## src/rtl/rv_pkg.sv

```systemverilog
// Shared definitions for the execute-stage branch controller:
// funct3 branch encodings, controller FSM states, PC increment and
// small decode helpers.
package rv_pkg;

  localparam logic [2:0] F3_BEQ  = 3'b000;
  localparam logic [2:0] F3_BNE  = 3'b001;
  localparam logic [2:0] F3_BLT  = 3'b100;
  localparam logic [2:0] F3_BGE  = 3'b101;
  localparam logic [2:0] F3_BLTU = 3'b110;
  localparam logic [2:0] F3_BGEU = 3'b111;

  localparam int unsigned PC_INC = 4;

  typedef enum logic [1:0] {
    CTRL_IDLE    = 2'd0,
    CTRL_RESOLVE = 2'd1,
    CTRL_FLUSH   = 2'd2
  } ctrl_state_e;

  // Branch condition from comparator flags; reserved encodings never take.
  function automatic logic br_cond(input logic [2:0] f3, input logic eq, input logic lt);
    logic c;
    c = 1'b0;
    case (f3)
      F3_BEQ:           c = eq;
      F3_BNE:           c = ~eq;
      F3_BLT, F3_BLTU:  c = lt;
      F3_BGE, F3_BGEU:  c = ~lt;
      default:          c = 1'b0;
    endcase
    return c;
  endfunction

  // funct3 010/011 are not branch conditions.
  function automatic logic f3_illegal(input logic [2:0] f3);
    return (f3 == 3'b010) || (f3 == 3'b011);
  endfunction

endpackage

```

## src/rtl/branch_ctrl_if.sv

```systemverilog
// Op issue / result bus between the issue stage and branch_ctrl.
// master: drives the op (in_valid, decode bits, operands, prediction, kill)
//         and observes results, redirect, flush and statistics.
// slave : the controller side.
interface branch_ctrl_if #(
  parameter int unsigned XLEN  = 32,
  parameter int unsigned CNT_W = 16
) ();

  logic              in_valid;
  logic              in_ready;
  logic              is_branch;
  logic              is_jal;
  logic              is_jalr;
  logic [2:0]        funct3;
  logic [XLEN-1:0]   rs1_val;
  logic [XLEN-1:0]   rs2_val;
  logic [XLEN-1:0]   pc;
  logic [XLEN-1:0]   imm;
  logic              pred_taken;
  logic              kill;
  logic              out_valid;
  logic              taken;
  logic [XLEN-1:0]   link_pc;
  logic              redirect_valid;
  logic [XLEN-1:0]   redirect_pc;
  logic              misalign;
  logic              illegal;
  logic              flush_out;
  logic [CNT_W-1:0]  br_count;
  logic [CNT_W-1:0]  mispred_count;

  modport master (
    output in_valid, is_branch, is_jal, is_jalr, funct3, rs1_val, rs2_val,
           pc, imm, pred_taken, kill,
    input  in_ready, out_valid, taken, link_pc, redirect_valid, redirect_pc,
           misalign, illegal, flush_out, br_count, mispred_count
  );

  modport slave (
    input  in_valid, is_branch, is_jal, is_jalr, funct3, rs1_val, rs2_val,
           pc, imm, pred_taken, kill,
    output in_ready, out_valid, taken, link_pc, redirect_valid, redirect_pc,
           misalign, illegal, flush_out, br_count, mispred_count
  );

endinterface

```

## src/rtl/branch_comp.sv

```systemverilog
// Operand comparator for conditional branches.
// a_i, b_i  : operands
// br_un_i   : 1 = unsigned compare, 0 = signed compare
// br_eq_c_o : a == b (combinational)
// br_lt_c_o : a < b under the selected signedness (combinational)
module branch_comp #(
  parameter int unsigned XLEN = 32
) (
  input  logic [XLEN-1:0] a_i,
  input  logic [XLEN-1:0] b_i,
  input  logic            br_un_i,
  output logic            br_eq_c_o,
  output logic            br_lt_c_o
);

  always_comb begin
    br_eq_c_o = (a_i == b_i);
    if (br_un_i) begin
      br_lt_c_o = (a_i < b_i);
    end else begin
      br_lt_c_o = ($signed(a_i) < $signed(b_i));
    end
  end

endmodule

```

## src/rtl/branch_ctrl.sv

```systemverilog
// Execute-stage branch/jump resolution controller.
// clk, rst : clock and asynchronous active-high reset
// bus      : op handshake in, resolved result / redirect / flush / counters out
// One op is latched in IDLE, resolved in RESOLVE (result registered on the
// following edge), and a mispredict holds flush_out for FLUSH_CYCLES cycles.
module branch_ctrl
  import rv_pkg::*;
#(
  parameter int unsigned XLEN         = 32,
  parameter int unsigned FLUSH_CYCLES = 2,
  parameter int unsigned CNT_W        = 16
) (
  input  logic        clk,
  input  logic        rst,
  branch_ctrl_if.slave bus
);

  localparam int unsigned FC_W      = (FLUSH_CYCLES > 1) ? $clog2(FLUSH_CYCLES) : 1;
  localparam bit          HAS_FLUSH = (FLUSH_CYCLES > 0);

  ctrl_state_e       state_q;
  logic [FC_W-1:0]   flush_cnt_q;

  // Latched op
  logic              op_br_q, op_jal_q, op_jalr_q, pred_q;
  logic [2:0]        f3_q;
  logic [XLEN-1:0]   rs1_q, rs2_q, pc_q, imm_q;

  // Registered outputs
  logic              in_ready_q, out_valid_q, taken_q, redirect_valid_q;
  logic              misalign_q, illegal_q, flush_q;
  logic [XLEN-1:0]   link_pc_q, redirect_pc_q;
  logic [CNT_W-1:0]  br_cnt_q, mis_cnt_q;

  // Resolution of the latched op
  logic              br_eq, br_lt;
  logic              taken_d, mispred_d, misalign_d, illegal_d;
  logic [XLEN-1:0]   target_d, link_pc_d, redirect_pc_d;

  branch_comp #(.XLEN(XLEN)) u_comp (
    .a_i       (rs1_q),
    .b_i       (rs2_q),
    .br_un_i   (f3_q[1]),
    .br_eq_c_o (br_eq),
    .br_lt_c_o (br_lt)
  );

  // Direction, target and prediction check for the op sitting in RESOLVE.
  always_comb begin
    taken_d   = op_jal_q | op_jalr_q | (op_br_q & br_cond(f3_q, br_eq, br_lt));
    link_pc_d = pc_q + XLEN'(PC_INC);
    if (op_jalr_q) begin
      target_d = (rs1_q + imm_q) & ~XLEN'(1);
    end else begin
      target_d = pc_q + imm_q;
    end
    redirect_pc_d = taken_d ? target_d : link_pc_d;
    mispred_d     = (taken_d != pred_q);
    misalign_d    = taken_d & (target_d[1:0] != 2'b00);
    illegal_d     = op_br_q & f3_illegal(f3_q);
  end

  // Controller FSM with registered outputs; kill overrides every state.
  always_ff @(posedge clk or posedge rst) begin
    if (rst) begin
      state_q          <= CTRL_IDLE;
      flush_cnt_q      <= '0;
      op_br_q          <= 1'b0;
      op_jal_q         <= 1'b0;
      op_jalr_q        <= 1'b0;
      pred_q           <= 1'b0;
      f3_q             <= '0;
      rs1_q            <= '0;
      rs2_q            <= '0;
      pc_q             <= '0;
      imm_q            <= '0;
      in_ready_q       <= 1'b1;
      out_valid_q      <= 1'b0;
      taken_q          <= 1'b0;
      redirect_valid_q <= 1'b0;
      misalign_q       <= 1'b0;
      illegal_q        <= 1'b0;
      flush_q          <= 1'b0;
      link_pc_q        <= '0;
      redirect_pc_q    <= '0;
      br_cnt_q         <= '0;
      mis_cnt_q        <= '0;
    end else begin
      out_valid_q      <= 1'b0;
      redirect_valid_q <= 1'b0;
      if (bus.kill) begin
        state_q    <= CTRL_IDLE;
        in_ready_q <= 1'b1;
        flush_q    <= 1'b0;
      end else begin
        case (state_q)
          CTRL_IDLE: begin
            if (bus.in_valid) begin
              op_br_q    <= bus.is_branch;
              op_jal_q   <= bus.is_jal;
              op_jalr_q  <= bus.is_jalr;
              pred_q     <= bus.pred_taken;
              f3_q       <= bus.funct3;
              rs1_q      <= bus.rs1_val;
              rs2_q      <= bus.rs2_val;
              pc_q       <= bus.pc;
              imm_q      <= bus.imm;
              state_q    <= CTRL_RESOLVE;
              in_ready_q <= 1'b0;
            end
          end
          CTRL_RESOLVE: begin
            out_valid_q      <= 1'b1;
            taken_q          <= taken_d;
            link_pc_q        <= link_pc_d;
            redirect_pc_q    <= redirect_pc_d;
            misalign_q       <= misalign_d;
            illegal_q        <= illegal_d;
            redirect_valid_q <= mispred_d;
            br_cnt_q         <= br_cnt_q + CNT_W'(1);
            if (mispred_d) begin
              mis_cnt_q <= mis_cnt_q + CNT_W'(1);
            end
            if (mispred_d && HAS_FLUSH) begin
              state_q     <= CTRL_FLUSH;
              flush_cnt_q <= FC_W'(FLUSH_CYCLES - 1);
              flush_q     <= 1'b1;
              in_ready_q  <= 1'b0;
            end else begin
              state_q    <= CTRL_IDLE;
              in_ready_q <= 1'b1;
            end
          end
          CTRL_FLUSH: begin
            if (flush_cnt_q == '0) begin
              state_q    <= CTRL_IDLE;
              flush_q    <= 1'b0;
              in_ready_q <= 1'b1;
            end else begin
              flush_cnt_q <= flush_cnt_q - FC_W'(1);
            end
          end
          default: begin
            state_q    <= CTRL_IDLE;
            flush_q    <= 1'b0;
            in_ready_q <= 1'b1;
          end
        endcase
      end
    end
  end

  assign bus.in_ready       = in_ready_q;
  assign bus.out_valid      = out_valid_q;
  assign bus.taken          = taken_q;
  assign bus.link_pc        = link_pc_q;
  assign bus.redirect_valid = redirect_valid_q;
  assign bus.redirect_pc    = redirect_pc_q;
  assign bus.misalign       = misalign_q;
  assign bus.illegal        = illegal_q;
  assign bus.flush_out      = flush_q;
  assign bus.br_count       = br_cnt_q;
  assign bus.mispred_count  = mis_cnt_q;

endmodule

```

## src/flat_wrapper.sv

```systemverilog
// flat-port wrapper written by rule: the top's interface ports become plain ports
module branch_ctrl_flat import rv_pkg::*;
#(
  parameter int unsigned XLEN         = 32,
  parameter int unsigned FLUSH_CYCLES = 2,
  parameter int unsigned CNT_W        = 16
)
  (clk, rst, bus_in_valid, bus_is_branch, bus_is_jal, bus_is_jalr, bus_funct3, bus_rs1_val, bus_rs2_val, bus_pc, bus_imm, bus_pred_taken, bus_kill, bus_in_ready, bus_out_valid, bus_taken, bus_link_pc, bus_redirect_valid, bus_redirect_pc, bus_misalign, bus_illegal, bus_flush_out, bus_br_count, bus_mispred_count);
  branch_ctrl_if #(.XLEN(XLEN), .CNT_W(CNT_W)) bus_i ();
  input  logic clk;
  input  logic rst;
  input wire logic [$bits(bus_i.in_valid)-1:0] bus_in_valid;
  input wire logic [$bits(bus_i.is_branch)-1:0] bus_is_branch;
  input wire logic [$bits(bus_i.is_jal)-1:0] bus_is_jal;
  input wire logic [$bits(bus_i.is_jalr)-1:0] bus_is_jalr;
  input wire logic [$bits(bus_i.funct3)-1:0] bus_funct3;
  input wire logic [$bits(bus_i.rs1_val)-1:0] bus_rs1_val;
  input wire logic [$bits(bus_i.rs2_val)-1:0] bus_rs2_val;
  input wire logic [$bits(bus_i.pc)-1:0] bus_pc;
  input wire logic [$bits(bus_i.imm)-1:0] bus_imm;
  input wire logic [$bits(bus_i.pred_taken)-1:0] bus_pred_taken;
  input wire logic [$bits(bus_i.kill)-1:0] bus_kill;
  output wire logic [$bits(bus_i.in_ready)-1:0] bus_in_ready;
  output wire logic [$bits(bus_i.out_valid)-1:0] bus_out_valid;
  output wire logic [$bits(bus_i.taken)-1:0] bus_taken;
  output wire logic [$bits(bus_i.link_pc)-1:0] bus_link_pc;
  output wire logic [$bits(bus_i.redirect_valid)-1:0] bus_redirect_valid;
  output wire logic [$bits(bus_i.redirect_pc)-1:0] bus_redirect_pc;
  output wire logic [$bits(bus_i.misalign)-1:0] bus_misalign;
  output wire logic [$bits(bus_i.illegal)-1:0] bus_illegal;
  output wire logic [$bits(bus_i.flush_out)-1:0] bus_flush_out;
  output wire logic [$bits(bus_i.br_count)-1:0] bus_br_count;
  output wire logic [$bits(bus_i.mispred_count)-1:0] bus_mispred_count;
  assign bus_i.in_valid = bus_in_valid;
  assign bus_i.is_branch = bus_is_branch;
  assign bus_i.is_jal = bus_is_jal;
  assign bus_i.is_jalr = bus_is_jalr;
  assign bus_i.funct3 = bus_funct3;
  assign bus_i.rs1_val = bus_rs1_val;
  assign bus_i.rs2_val = bus_rs2_val;
  assign bus_i.pc = bus_pc;
  assign bus_i.imm = bus_imm;
  assign bus_i.pred_taken = bus_pred_taken;
  assign bus_i.kill = bus_kill;
  assign bus_in_ready = bus_i.in_ready;
  assign bus_out_valid = bus_i.out_valid;
  assign bus_taken = bus_i.taken;
  assign bus_link_pc = bus_i.link_pc;
  assign bus_redirect_valid = bus_i.redirect_valid;
  assign bus_redirect_pc = bus_i.redirect_pc;
  assign bus_misalign = bus_i.misalign;
  assign bus_illegal = bus_i.illegal;
  assign bus_flush_out = bus_i.flush_out;
  assign bus_br_count = bus_i.br_count;
  assign bus_mispred_count = bus_i.mispred_count;
  branch_ctrl #(.XLEN(XLEN), .FLUSH_CYCLES(FLUSH_CYCLES), .CNT_W(CNT_W)) u_core (.clk(clk), .rst(rst), .bus(bus_i));
endmodule
```

## config.mk

```make
export PLATFORM = sky130hd
export DESIGN_NAME = branch_ctrl_flat
export DESIGN_NICKNAME = d
export VERILOG_FILES = /design/src/rtl/rv_pkg.sv /design/src/rtl/branch_ctrl_if.sv /design/src/rtl/branch_comp.sv /design/src/rtl/branch_ctrl.sv /design/src/flat_wrapper.sv
export SDC_FILE = /design/constraint.sdc
export NUM_CORES = 1
export LEC_CHECK = 0
export ABC_AREA = 1
export CORE_MARGIN = 2
export CORE_UTILIZATION = 50
export DETAILED_ROUTE_END_ITERATION = 8
export PLACE_DENSITY = 0.74
export SETUP_SLACK_MARGIN = 0.5
export SLEW_MARGIN = 20
export SYNTH_ARGS = -nofsm -noshare
export SYNTH_HDL_FRONTEND = slang
export SYNTH_HIERARCHICAL = 1
export SYNTH_SLANG_ARGS = --single-unit
```

## constraint.sdc

```tcl
create_clock -name clk -period 10.65 [get_ports clk]
set_input_delay 2.13 -clock clk [delete_from_list [all_inputs] [get_ports clk]]
set_output_delay 2.13 -clock clk [all_outputs]
set_load 0.02 [all_outputs]
```

### After elaboration in Yosys (flattened, before gate mapping)

Index checks and enable logic that the tools add are counted.
W data, S select, Z words.

* $add $sub $neg: 6
* magnitude comparators: 2
* eq/ne operators: 16
* muxes and demuxes: 24
* bitwise gates (word level): 8
* reduce and logical (&&, ||, !) cells: 13

Operator list (count)
* $add A32 B32 Y32: 2
* $lt A32 B32 Y1: 2
* $mux W32: 2
* $add A16 B1 Y16 const B: 2
* $add A32 B3 Y32 const B: 1
* $eq A32 B32 Y1: 1
* $mux W1: 13
* $eq A3 B3 Y1 const B: 4
* $reduce_and A3 Y1: 4
* $mux W2: 4
* $eq A3 B2 Y1 const B: 2
* $ne A3 B3 Y1 const B: 2
* $pmux W1 S3: 2
* $pmux W2 S3: 1
* $pmux W1 S4: 1
* $reduce_and A2 Y1: 2
* $reduce_bool A2 Y1: 2
* $reduce_or A2 Y1: 2
* $and A1 B1 Y1: 3
* $eq A3 B1 Y1 const B: 1
* $logic_not A3 Y1: 1
* $ne A3 B2 Y1 const B: 1
* $not A1 Y1: 3
* $eq A2 B1 Y1 const B: 1
* other kinds (9): 10

* bits in registers: 241
* bits of input ports: 139
* output and inout port bits: 103
* logic and storage cells: 91

### Depth between registers and ports, before layout

* depth after elaboration: 10
* depth in mapped cells: 26
* mapped depth without buffers: 26

### Cells and area by module

Netlist, hierarchy kept.

Modules (own cells, without submodules)
* branch_ctrl: instances 1, cells an instance 2110, area an instance 15494.9 um2, sequential area each 6032.0 um2
* branch_comp: instances 1, cells an instance 146, area an instance 904.6 um2, sequential area each 0.0 um2

### Worst setup path after synthesis

Ideal clock, no wire load.

* path kind: input-to-reg
* start point: in bus_kill
* end point: reg u_core.f3_q[1]
* setup time: 125 ps
* arrival: 3207 ps
* data required time: 10525 ps
* path slack: 7318 ps
* stages on the path: 7
* buffers on the path: 2
* path through: inv_2 -> nand2_1 -> inv_1 -> nand2_1 -> buf_2 -> buf_2 -> mux2_2

* longest elaborated chain between the ends: 2

Ends and longest elaborated chain
* start: declaration: RTL line flat_wrapper.sv:22 `input wire logic [$bits(bus_i.kill)-1:0] bus_kill;`
* $not A1 Y1 (no line)
* $reduce_and A3 Y1 (no line)
* end signal: assignment: RTL line branch_ctrl.sv:103 `f3_q <= bus.funct3;`
* end: declaration: RTL line branch_ctrl.sv:26 `logic [2:0] f3_q;`

Every way passes these cells.
A chain may end at the register's enable or synchronous reset.

### Final worst setup path

* start point: in bus_kill
* end point: reg u_core.br_cnt_q[15] (netlist: u_core/bus.br_count[15])

* longest elaborated chain between the ends: 2

Ends and longest elaborated chain
* $not A1 Y1 (no line)
* $reduce_and A2 Y1 (no line)
* end signal: assignment: RTL line branch_ctrl.sv:120 `br_cnt_q <= br_cnt_q + CNT_W'(1);`
* end: declaration: RTL line branch_ctrl.sv:33 `logic [CNT_W-1:0] br_cnt_q, mis_cnt_q;`

Every way passes these cells.

==> out/qor.csv <==
metric,value,unit
HP Class,reg2reg,
Syn-to-layout area delta,22.6,%
Fin Setup TNS,0,ns
DIE AREA,34300,um^2
CP endpoint kind,register,
Achievable Freq,0.256,GHz
grt total ovfl,0,
crit start category,input port,
sequential cell area,6030,um^2
PostCTS Resize Cnt,0,
Max Buffers Root-to-Sink,3,
hold buffer count at CTS,0,
Synth Warn #,6,
WP data arrival,4.32,ns
min Tclk post-route,3.91,ns
clk slew on worst S/H paths,0.05,ns
global-route wire length before repair,73900,um
Pre-antenna DRT Iters,7,
DP Area,19200,um^2
Antenna diodes,0,
period utilisation layout,0.367,
CTS sink cnt,241,
Slew HR,0.390,
gp weighted congestion,0.919,
status,"complete, no violations",
initial DRC count,1008,
WL final,47000,um
Worst R2R Path Depth,16,
filler cell count,2928,
Power Total,7.33,mW
Synth Net Count,2496,
"Req. time, crit path",11.07,ns
DP HPWL,37200,um
Multi-input gate area,8800,um^2
fin util,0.620,
main flop type after synthesis,dfrtp_1,
critical path class,in2reg,
Yosys top cell area share,0.366,
vias per cell,5.11,
WL per Instance,15.9,um
Max Cap Viol,0,
clock skew,0.0126,ns
Area contributors post-synth,"dfrtp_1, nand2_1, inv_1",
Rows,66,
PwrDens,364,nW/um^2
Synth area leader,dfrtp_1,
worst setup margin,6.74,ns
initial antenna violation count,0,
Final Cell Area,20100,um^2
RSZ-0062 raised after global routing,false,
ys async rst share,1.00,
GRT Total Usage,0.275,
Worst Tran Pin Value,0.915,ns
hold path depth,2,
mapped cell area,16400,um^2
Final Hold Viols,0,
crit-path max FO,47,
antenna-violating nets left,0,
core area,32500,um^2
Initial Utilization,0.505,
CTS tree,done,
Syn Inst Count,2256,
Pleak,10.6,nW
# DRC,0,
CTS Root Cell,clkbuf_16,
largest net degree at the start of global routing,95,
number of synthesized flops with an enable pin,0,
Final setup viols,0,
Final Slew Violations,0,
die width,185,um
share of cells above drive strength 1,0.0789,
syn_area_per_cell,7.27,um^2
synth unique cells,54,
Post-Place Worst Slack,6.23,ns
H-tree level count,1,
clk_lat worst skew,0.54,ns
Synth Register Bits,241,
postcts setup bufs,0,
io pins,242,
via count,15100,
sequential element share of the synthesized area,0.368,
Worst VDD drop,0.144,mV
Vert. Die Dim,185,um
TritonCTS Buffers,27,
vias in the first global route,14400,
IO buf count,241,
final net count,2732,
==> worst paths after layout <==
check / from / to / slack (ns)
max in group asynchronous: rst / u_core/imm_q[15] / 7.22
min in group asynchronous: rst / u_core/bus.out_valid / 2.12
hold / removal: u_core/bus.link_pc[8] / u_core/bus.link_pc[8] / 0.48
setup / recovery: bus_kill / u_core/bus.br_count[15] / 6.74
hold reg to reg: u_core/bus.link_pc[8] / u_core/bus.link_pc[8] / 0.48
setup reg to reg: u_core/rs1_q[31] / u_core/bus.redirect_pc[6] / 6.87
==> sequential cells by signal, summed over array words and instances, names as in the netlist <==
signal / flops
u_core/bus.link_pc: 32
u_core/bus.redirect_pc: 32
u_core/imm_q: 32
u_core/pc_q: 32
u_core/rs1_q: 32
u_core/rs2_q: 32
u_core/bus.br_count: 16
u_core/bus.mispred_count: 16
u_core/f3_q: 3
u_core/state_q: 2
u_core/bus.flush_out: 1
u_core/bus.illegal: 1
u_core/bus.in_ready: 1
u_core/bus.misalign: 1
u_core/bus.out_valid: 1
u_core/bus.redirect_valid: 1
u_core/bus.taken: 1
u_core/flush_cnt_q: 1
u_core/op_br_q: 1
u_core/op_jal_q: 1
u_core/op_jalr_q: 1
u_core/pred_q: 1
==> critical path, cell delays in order <==
cell and delay (ns):
clkdlybuf4s50_1 0.42, inv_2 0.09, nand2_2 0.10, inv_1 0.10
buf_4 0.47, nand4_1 0.26, nor2_2 0.22, nand3_1 0.13
nor2_1 0.14, nand4_1 0.11, xnor2_1 0.13
==> cells by family (layout without fill, tap and decap cells) <==
group                    after synthesis  count (layout)  synth area share
AND/OR/NAND/NOR                     1168            1168             0.294
buffers and inverters                407             660            0.0961
flip-flops                           241             241             0.368
AO/OA/AOI/OAI                        178             178            0.0614
multiplexers                         109             109            0.0748
adder cells (fa/ha/maj)              101             101            0.0780
XOR/XNOR                              52              52            0.0282
==> stage by stage <==
step | hold slack [ns] | cells
global placement | 0.464 | 2905
global route | 0.495 | 2951
CTS | 0.479 | 2951
detailed placement | 0.465 | 2905
floorplan | 0.454 | 2256
finish | 0.479 | 2951
==> layer usage <==
layer  vias up  wire (um)  track usage
met5         -          0            0
met4         0       1240       0.0743
met3        75       3340       0.0358
met2       523      21200        0.457
met1      6938      21100        0.378
li1       7558          -            -
==> cell usage after synthesis (all sizes together), types with 16 or more instances <==
library cell	n
ha	99
nor2	182
o21ai	42
nand2	790
a21oi	94
nand3	138
buf	29
nor3	19
inv	364
mux2	108
xor2	33
dfrtp	240
xnor2	19
nand4	16
==> placed cells by master (no fill, tap or decap), types with 8 or more instances in the layout <==
cell type        count
ha_1                99
nand2_2              8
mux2_2             108
dfrtp_1            240
nand3b_1             9
xnor2_1             18
nor2_1             171
nand2_1            780
o21ai_0             39
nand3_1            136
inv_1              356
clkbuf_16           27
xor2_1              33
nor3_1              16
clkdlybuf4s50_1    241
nand4_1             15
clkbuf_1             8
a21oi_1             94
==> layout make-up <==
class                   count  share of cell area
clock buffers              38              0.0371
clock inverters             8             0.00628
inverters                 365              0.0685
multi-input cells        1608               0.438
flip-flops and latches    241               0.300
well taps                 442              0.0275
repair buffers            249               0.123
==> where the power goes <==
part | internal, mW | leakage, nW | switching (mW)
logic | 1.73 | 7.28 | 2.92
registers | 1.33 | 2.87 | 0.425
clock network | 0.558 | 0.427 | 0.370
total | 3.62 | 10.6 | 3.71
Note: power is estimated with default switching activity, not from simulation.
